## src/rtl/fetch_stage_if.sv

```systemverilog
// Instruction-memory request/ack channel between the fetch stage and imem.
// One outstanding request; ack may arrive in the same cycle req rises.
interface fetch_stage_if;
  logic        req;
  logic [31:0] addr;
  logic        ack;
  logic [31:0] rdata;

  modport master (output req, output addr, input ack, input rdata);
  modport slave  (input req, input addr, output ack, output rdata);
endinterface

```

## src/rtl/fetch_stage.sv

```systemverilog
// Instruction-fetch stage: PC ownership, imem req/ack handshake, stall hold
// and redirect handling, feeding the IF/ID pipeline register.
module fetch_stage #(
  parameter logic [31:0] RESET_PC = 32'h0000_0000
) (
  input  logic               i_clk,
  input  logic               i_rst,
  input  logic               i_clk_en,
  input  logic               i_stall_f,
  input  logic               i_redirect,
  input  logic [31:0]        i_redirect_pc,
  fetch_stage_if.master      imem,
  output logic [31:0]        o_instr_f,
  output logic [31:0]        o_pc_p4_f,
  output logic [31:0]        o_pc_f,
  output logic               o_fetch_wait
);

  localparam logic [1:0] S_FETCH   = 2'd0;
  localparam logic [1:0] S_HOLD    = 2'd1;
  localparam logic [1:0] S_DISCARD = 2'd2;

  logic [1:0]  r_state;
  logic [31:0] r_pc;
  logic [31:0] r_req_addr;
  logic [31:0] r_hold_instr;
  logic [31:0] r_hold_pc_p4;

  logic [31:0] pc_p4;
  logic [31:0] tgt;
  logic        vld;
  logic [31:0] instr;
  logic [31:0] instr_p4;
  logic        req;
  logic [31:0] addr;

  assign pc_p4 = r_pc + 32'd4;
  assign tgt   = {i_redirect_pc[31:2], 2'b00};

  always_comb begin
    req      = 1'b0;
    addr     = r_pc;
    vld      = 1'b0;
    instr    = 32'h0;
    instr_p4 = 32'h0;
    case (r_state)
      S_FETCH: begin
        req = 1'b1;
        if (imem.ack && !i_redirect) begin
          vld      = 1'b1;
          instr    = imem.rdata;
          instr_p4 = pc_p4;
        end
      end
      S_HOLD: begin
        if (!i_redirect) begin
          vld      = 1'b1;
          instr    = r_hold_instr;
          instr_p4 = r_hold_pc_p4;
        end
      end
      // Stale request keeps its original address until memory acks it.
      S_DISCARD: begin
        req  = 1'b1;
        addr = r_req_addr;
      end
      default: ;
    endcase
    if (i_rst) begin
      req      = 1'b0;
      addr     = 32'h0;
      vld      = 1'b0;
      instr    = 32'h0;
      instr_p4 = 32'h0;
    end
  end

  assign imem.req     = req;
  assign imem.addr    = addr;
  assign o_instr_f    = instr;
  assign o_pc_p4_f    = instr_p4;
  assign o_fetch_wait = ~vld;
  assign o_pc_f       = i_rst ? RESET_PC : r_pc;

  always_ff @(posedge i_clk) begin
    if (i_rst) begin
      r_state      <= S_FETCH;
      r_pc         <= RESET_PC;
      r_req_addr   <= 32'h0;
      r_hold_instr <= 32'h0;
      r_hold_pc_p4 <= 32'h0;
    end else if (i_clk_en) begin
      case (r_state)
        S_FETCH: begin
          if (i_redirect) begin
            r_pc <= tgt;
            if (!imem.ack) begin
              r_req_addr <= r_pc;
              r_state    <= S_DISCARD;
            end
          end else if (imem.ack) begin
            r_pc <= pc_p4;
            if (i_stall_f) begin
              r_hold_instr <= imem.rdata;
              r_hold_pc_p4 <= pc_p4;
              r_state      <= S_HOLD;
            end
          end
        end
        S_HOLD: begin
          if (i_redirect) begin
            r_pc         <= tgt;
            r_hold_instr <= 32'h0;
            r_hold_pc_p4 <= 32'h0;
            r_state      <= S_FETCH;
          end else if (!i_stall_f) begin
            r_state <= S_FETCH;
          end
        end
        S_DISCARD: begin
          if (i_redirect) r_pc <= tgt;
          if (imem.ack)   r_state <= S_FETCH;
        end
        default: r_state <= S_FETCH;
      endcase
    end
  end

endmodule
```

## src/flat_wrapper.sv

```systemverilog
// flat-port wrapper written by rule: the top's interface ports become plain ports
module fetch_stage_flat 
#(
  parameter logic [31:0] RESET_PC = 32'h0000_0000
)
  (i_clk, i_rst, i_clk_en, i_stall_f, i_redirect, i_redirect_pc, o_instr_f, o_pc_p4_f, o_pc_f, o_fetch_wait, imem_req, imem_addr, imem_ack, imem_rdata);
  fetch_stage_if imem_i ();
  input  logic i_clk;
  input  logic i_rst;
  input  logic i_clk_en;
  input  logic i_stall_f;
  input  logic i_redirect;
  input  logic [31:0] i_redirect_pc;
  output logic [31:0] o_instr_f;
  output logic [31:0] o_pc_p4_f;
  output logic [31:0] o_pc_f;
  output logic o_fetch_wait;
  output wire logic [$bits(imem_i.req)-1:0] imem_req;
  output wire logic [$bits(imem_i.addr)-1:0] imem_addr;
  input wire logic [$bits(imem_i.ack)-1:0] imem_ack;
  input wire logic [$bits(imem_i.rdata)-1:0] imem_rdata;
  assign imem_req = imem_i.req;
  assign imem_addr = imem_i.addr;
  assign imem_i.ack = imem_ack;
  assign imem_i.rdata = imem_rdata;
  fetch_stage #(.RESET_PC(RESET_PC)) u_core (.i_clk(i_clk), .i_rst(i_rst), .i_clk_en(i_clk_en), .i_stall_f(i_stall_f), .i_redirect(i_redirect), .i_redirect_pc(i_redirect_pc), .imem(imem_i), .o_instr_f(o_instr_f), .o_pc_p4_f(o_pc_p4_f), .o_pc_f(o_pc_f), .o_fetch_wait(o_fetch_wait));
endmodule
```

## config.mk

```make
export PLATFORM = sky130hd
export DESIGN_NAME = fetch_stage_flat
export DESIGN_NICKNAME = d
export VERILOG_FILES = /design/src/rtl/fetch_stage_if.sv /design/src/rtl/fetch_stage.sv /design/src/flat_wrapper.sv
export SDC_FILE = /design/constraint.sdc
export NUM_CORES = 1
export LEC_CHECK = 0
export CORE_ASPECT_RATIO = 1.2
export CORE_MARGIN = 5
export CORE_UTILIZATION = 44
export CTS_CLUSTER_DIAMETER = 120
export CTS_CLUSTER_SIZE = 16
export DETAILED_ROUTE_END_ITERATION = 7
export PLACE_DENSITY = 0.85
export SYNTH_ARGS = -nofsm -noshare
export SYNTH_HDL_FRONTEND = slang
export SYNTH_SLANG_ARGS = --single-unit
```

## constraint.sdc

```tcl
create_clock -name i_clk -period 2.18 [get_ports i_clk]
set_input_delay 0.327 -clock i_clk [delete_from_list [all_inputs] [get_ports i_clk]]
set_output_delay 0.327 -clock i_clk [all_outputs]
set_load 0.02 [all_outputs]
```

==> results.json <==
{
  "outcome": "finished with violations",
  "failed_checks": "negative setup slack",
  "avgSynthCellArea_um2": 7.60,
  "antenna_found_initial": 0,
  "grt-ovfl-total": 0,
  "place.detailed.hpwl_mm": 18.2,
  "ys_types": 58,
  "clock_path_buffers": 2,
  "cts_tree": "yes",
  "maxSlewViolCount": 0,
  "cts_buffers": 17,
  "finalNonFillerCells": 1472,
  "rsz0062_at_grt": "yes",
  "fin_worst_skew_ns": 0.00964,
  "synth.area.top_cells": "dfxtp_1 (36%), a22oi_1 (9.7%), nor2_1 (8.2%)",
  "dp_cells": 1353,
  "grt_pass1_wl_mm": 48.6,
  "post-place-ws_ns": -0.516,
  "synth_top_area_share_pct": 36.3,
  "hold_buffers": 0,
  "min_period_over_period_pct": 126,
  "grt_usage_pct": 33.1,
  "crit_path_start_kind": "register",
  "async_flop_share_pct": 0,
  "dieArea_um2": 18400,
  "core_area_um2": 15600,
  "num_rows": 50,
  "crit_arrival_ns": 2.41,
  "drc": 0,
  "worstMarginPinSlew_ns": 0.597,
  "slowest_stage": "or4_4",
  "required_ns": 1.85,
  "cts.clk_slew.worst_paths_ns": 0.06,
  "setup_violations": 129,
  "crit_chain": "nand3_2 -> or4_4 -> buf_12 -> nor4_4 -> xnor2_2 -> o21ai_2 -> buf_6",
  "fmax_mhz": 365,
  "drtAntennaViolNets": 0,
  "io_pins": 200,
  "synth_common_cells": "nor2_1 (152), dfxtp_1 (126), nand2_1 (114), a22oi_1 (90), clkbuf_1 (80)",
  "nNetsFinal": 1326,
  "htree_levels": 4,
  "critPathMaxFanout": 7,
  "cap_violations": 0,
  "route.vias.total": 9616,
  "area_growth_pct": 81.1,
  "synth_top_area_cell": "dfxtp_1",
  "hold_violations": 0,
  "grt_pass1_vias": 8683,
  "drt-vias-per-instance": 6.53,
  "synth_edf_count": 0,
  "place.gp.congestion": 0.978,
  "critPathBufInv": 2,
  "wire_per_inst_um": 26.6,
  "yosysWarnings": 0,
  "antennaDiodeCount": 0,
  "clock_latency_ns": 0.43,
  "root_buffer": "clkbuf_16",
  "ys_seq_area_share_pct": 36.3,
  "synth_flop_cell": "dfxtp_1",
  "hold_class": "reg2reg",
  "worstSetupEndpointType": "primary output",
  "numPortBuffers": 193,
  "final.min_clock_period_ns": 2.74,
  "power.density_nw_per_um2": 581,
  "ir_worst_vdd_v": 0.000508,
  "worst_slack_ns": -0.559,
  "wl_mm": 39.2,
  "initial_core_util_pct": 44.6,
  "clock_sinks": 126,
  "crit_family": "simple AND/OR/NAND/NOR gates",
  "syn_inst": 914,
  "tns_ns": -21.21,
  "p_total_mw": 7.31,
  "relSlewSlack_pct": 59.8,
  "grt_max_degree": 68,
  "ys_ff_latch": 126,
  "die_w_um": 125,
  "die_h_um": 148,
  "critPathKind": "reg2out",
  "first_pass_iters": 6,
  "yosysMostFrequentCell": "nor2_1",
  "final_layout_size_suffix_gt1_share_pct": 43.3,
  "drt-initial-drc-count": 1349,
  "p_leak_nw": 5.01,
  "syn_area_um2": 6950,
  "cpPeakStageDelay_ns": 0.54
}
## routing by layer
metal / share of wire (%) / routed length [µm] / up-vias / track usage, %
met5: 0 / 0 / - / 0
met4: 10 / 4050 / 0 / 22.7
met1: 32 / 12600 / 4426 / 35.5
met2: 46 / 17900 / 969 / 56.1
met3: 12 / 4640 / 337 / 10.1
li1: - / - / 3884 / -
## sequential cells by signal, summed over array words and instances, names as in the netlist
register / count
u_core.r_hold_instr: 32
u_core.r_hold_pc_p4: 32
u_core.r_pc: 30
u_core.r_req_addr: 30
u_core.r_state: 2
## cells by family (layout without fill, tap and decap cells)
group | after synthesis | count (layout) | synth area share (%)
simple gates | 370 | 370 | 24.8
compound gates | 240 | 240 | 23.3
flops | 126 | 126 | 36.3
buf+inv | 112 | 459 | 6.54
mux | 33 | 33 | 4.79
xor+xnor | 28 | 28 | 3.53
fa+ha+maj | 4 | 4 | 0.720
other cells | 1 | 4 | 0.0540
## layout make-up
class | instances | area [µm²]
Clock buffer | 18 | 439
Clock inverter | 13 | 190
Fill cell | 801 | 2990
Inverter | 13 | 51.3
Multi-Input combinational cell | 679 | 5060
Sequential cell | 126 | 2550
Tap cell | 208 | 260
Timing Repair Buffer | 415 | 4030
## stage by stage
stage / instance area, µm² / util (%) / hold WS, ns
floorplan: 7020 / - / 0.425
global placement: 9990 / 64.1 / 0.433
detailed placement: 9990 / 64.1 / 0.446
CTS: 11700 / 75.4 / 0.453
global route: 12600 / 80.8 / 0.482
finish: 12600 / 80.8 / 0.455
## tightest hold or removal path: stages (launching register included)
cell and delay, ns:
dfxtp_1 0.31, nand2_1 0.05, a21oi_1 0.05
## final timing paths
path,startpoint,to,slack [ns],cells past startpoint
max,u_core.r_pc[10],o_pc_p4_f[31],-0.56,7
min,u_core.r_req_addr[28],u_core.r_req_addr[28],0.45,2
max reg2reg,u_core.r_pc[10],u_core.r_pc[31],-0.18,9
min reg2reg,u_core.r_req_addr[28],u_core.r_req_addr[28],0.45,2
## layout by cell type (no fill, tap or decap), types with 7 or more instances in the layout
master and n:
o21ai_1 7, a21oi_1 45, a31oi_1 9, dfxtp_1 107, nand3_1 12, a22oi_1 33
nor2_1 128, dfxtp_2 16, clkbuf_16 27, inv_1 10, buf_6 66, o2bb2ai_1 23
nand2_1 110, xnor2_2 10, o21ai_2 14, mux2i_1 27, nor2_2 15, buf_4 187
buf_12 21, dlymetal6s2s_1 8, a22oi_2 57, nor2b_1 25, nor2_4 9, buf_2 25
o21ai_0 19, clkdlybuf4s50_1 85
## repair_timing
action                     CTS  global route
setup endpoints to repair   99           127
gates cloned                 4            15
resized for setup          580           196
pin swaps                   60            94
hold endpoints to repair     0             0
setup buffers               54            32
## power breakdown
| group | switching, mW | leakage (nW) | internal, mW | total (mW) |
|---|---|---|---|---|
| clock network | 1.16 | 0.295 | 1.94 | 3.10 |
| logic | 0.976 | 3.69 | 0.793 | 1.77 |
| registers | 0.0689 | 1.03 | 2.37 | 2.44 |
Note: power is estimated with default switching activity, not from simulation.
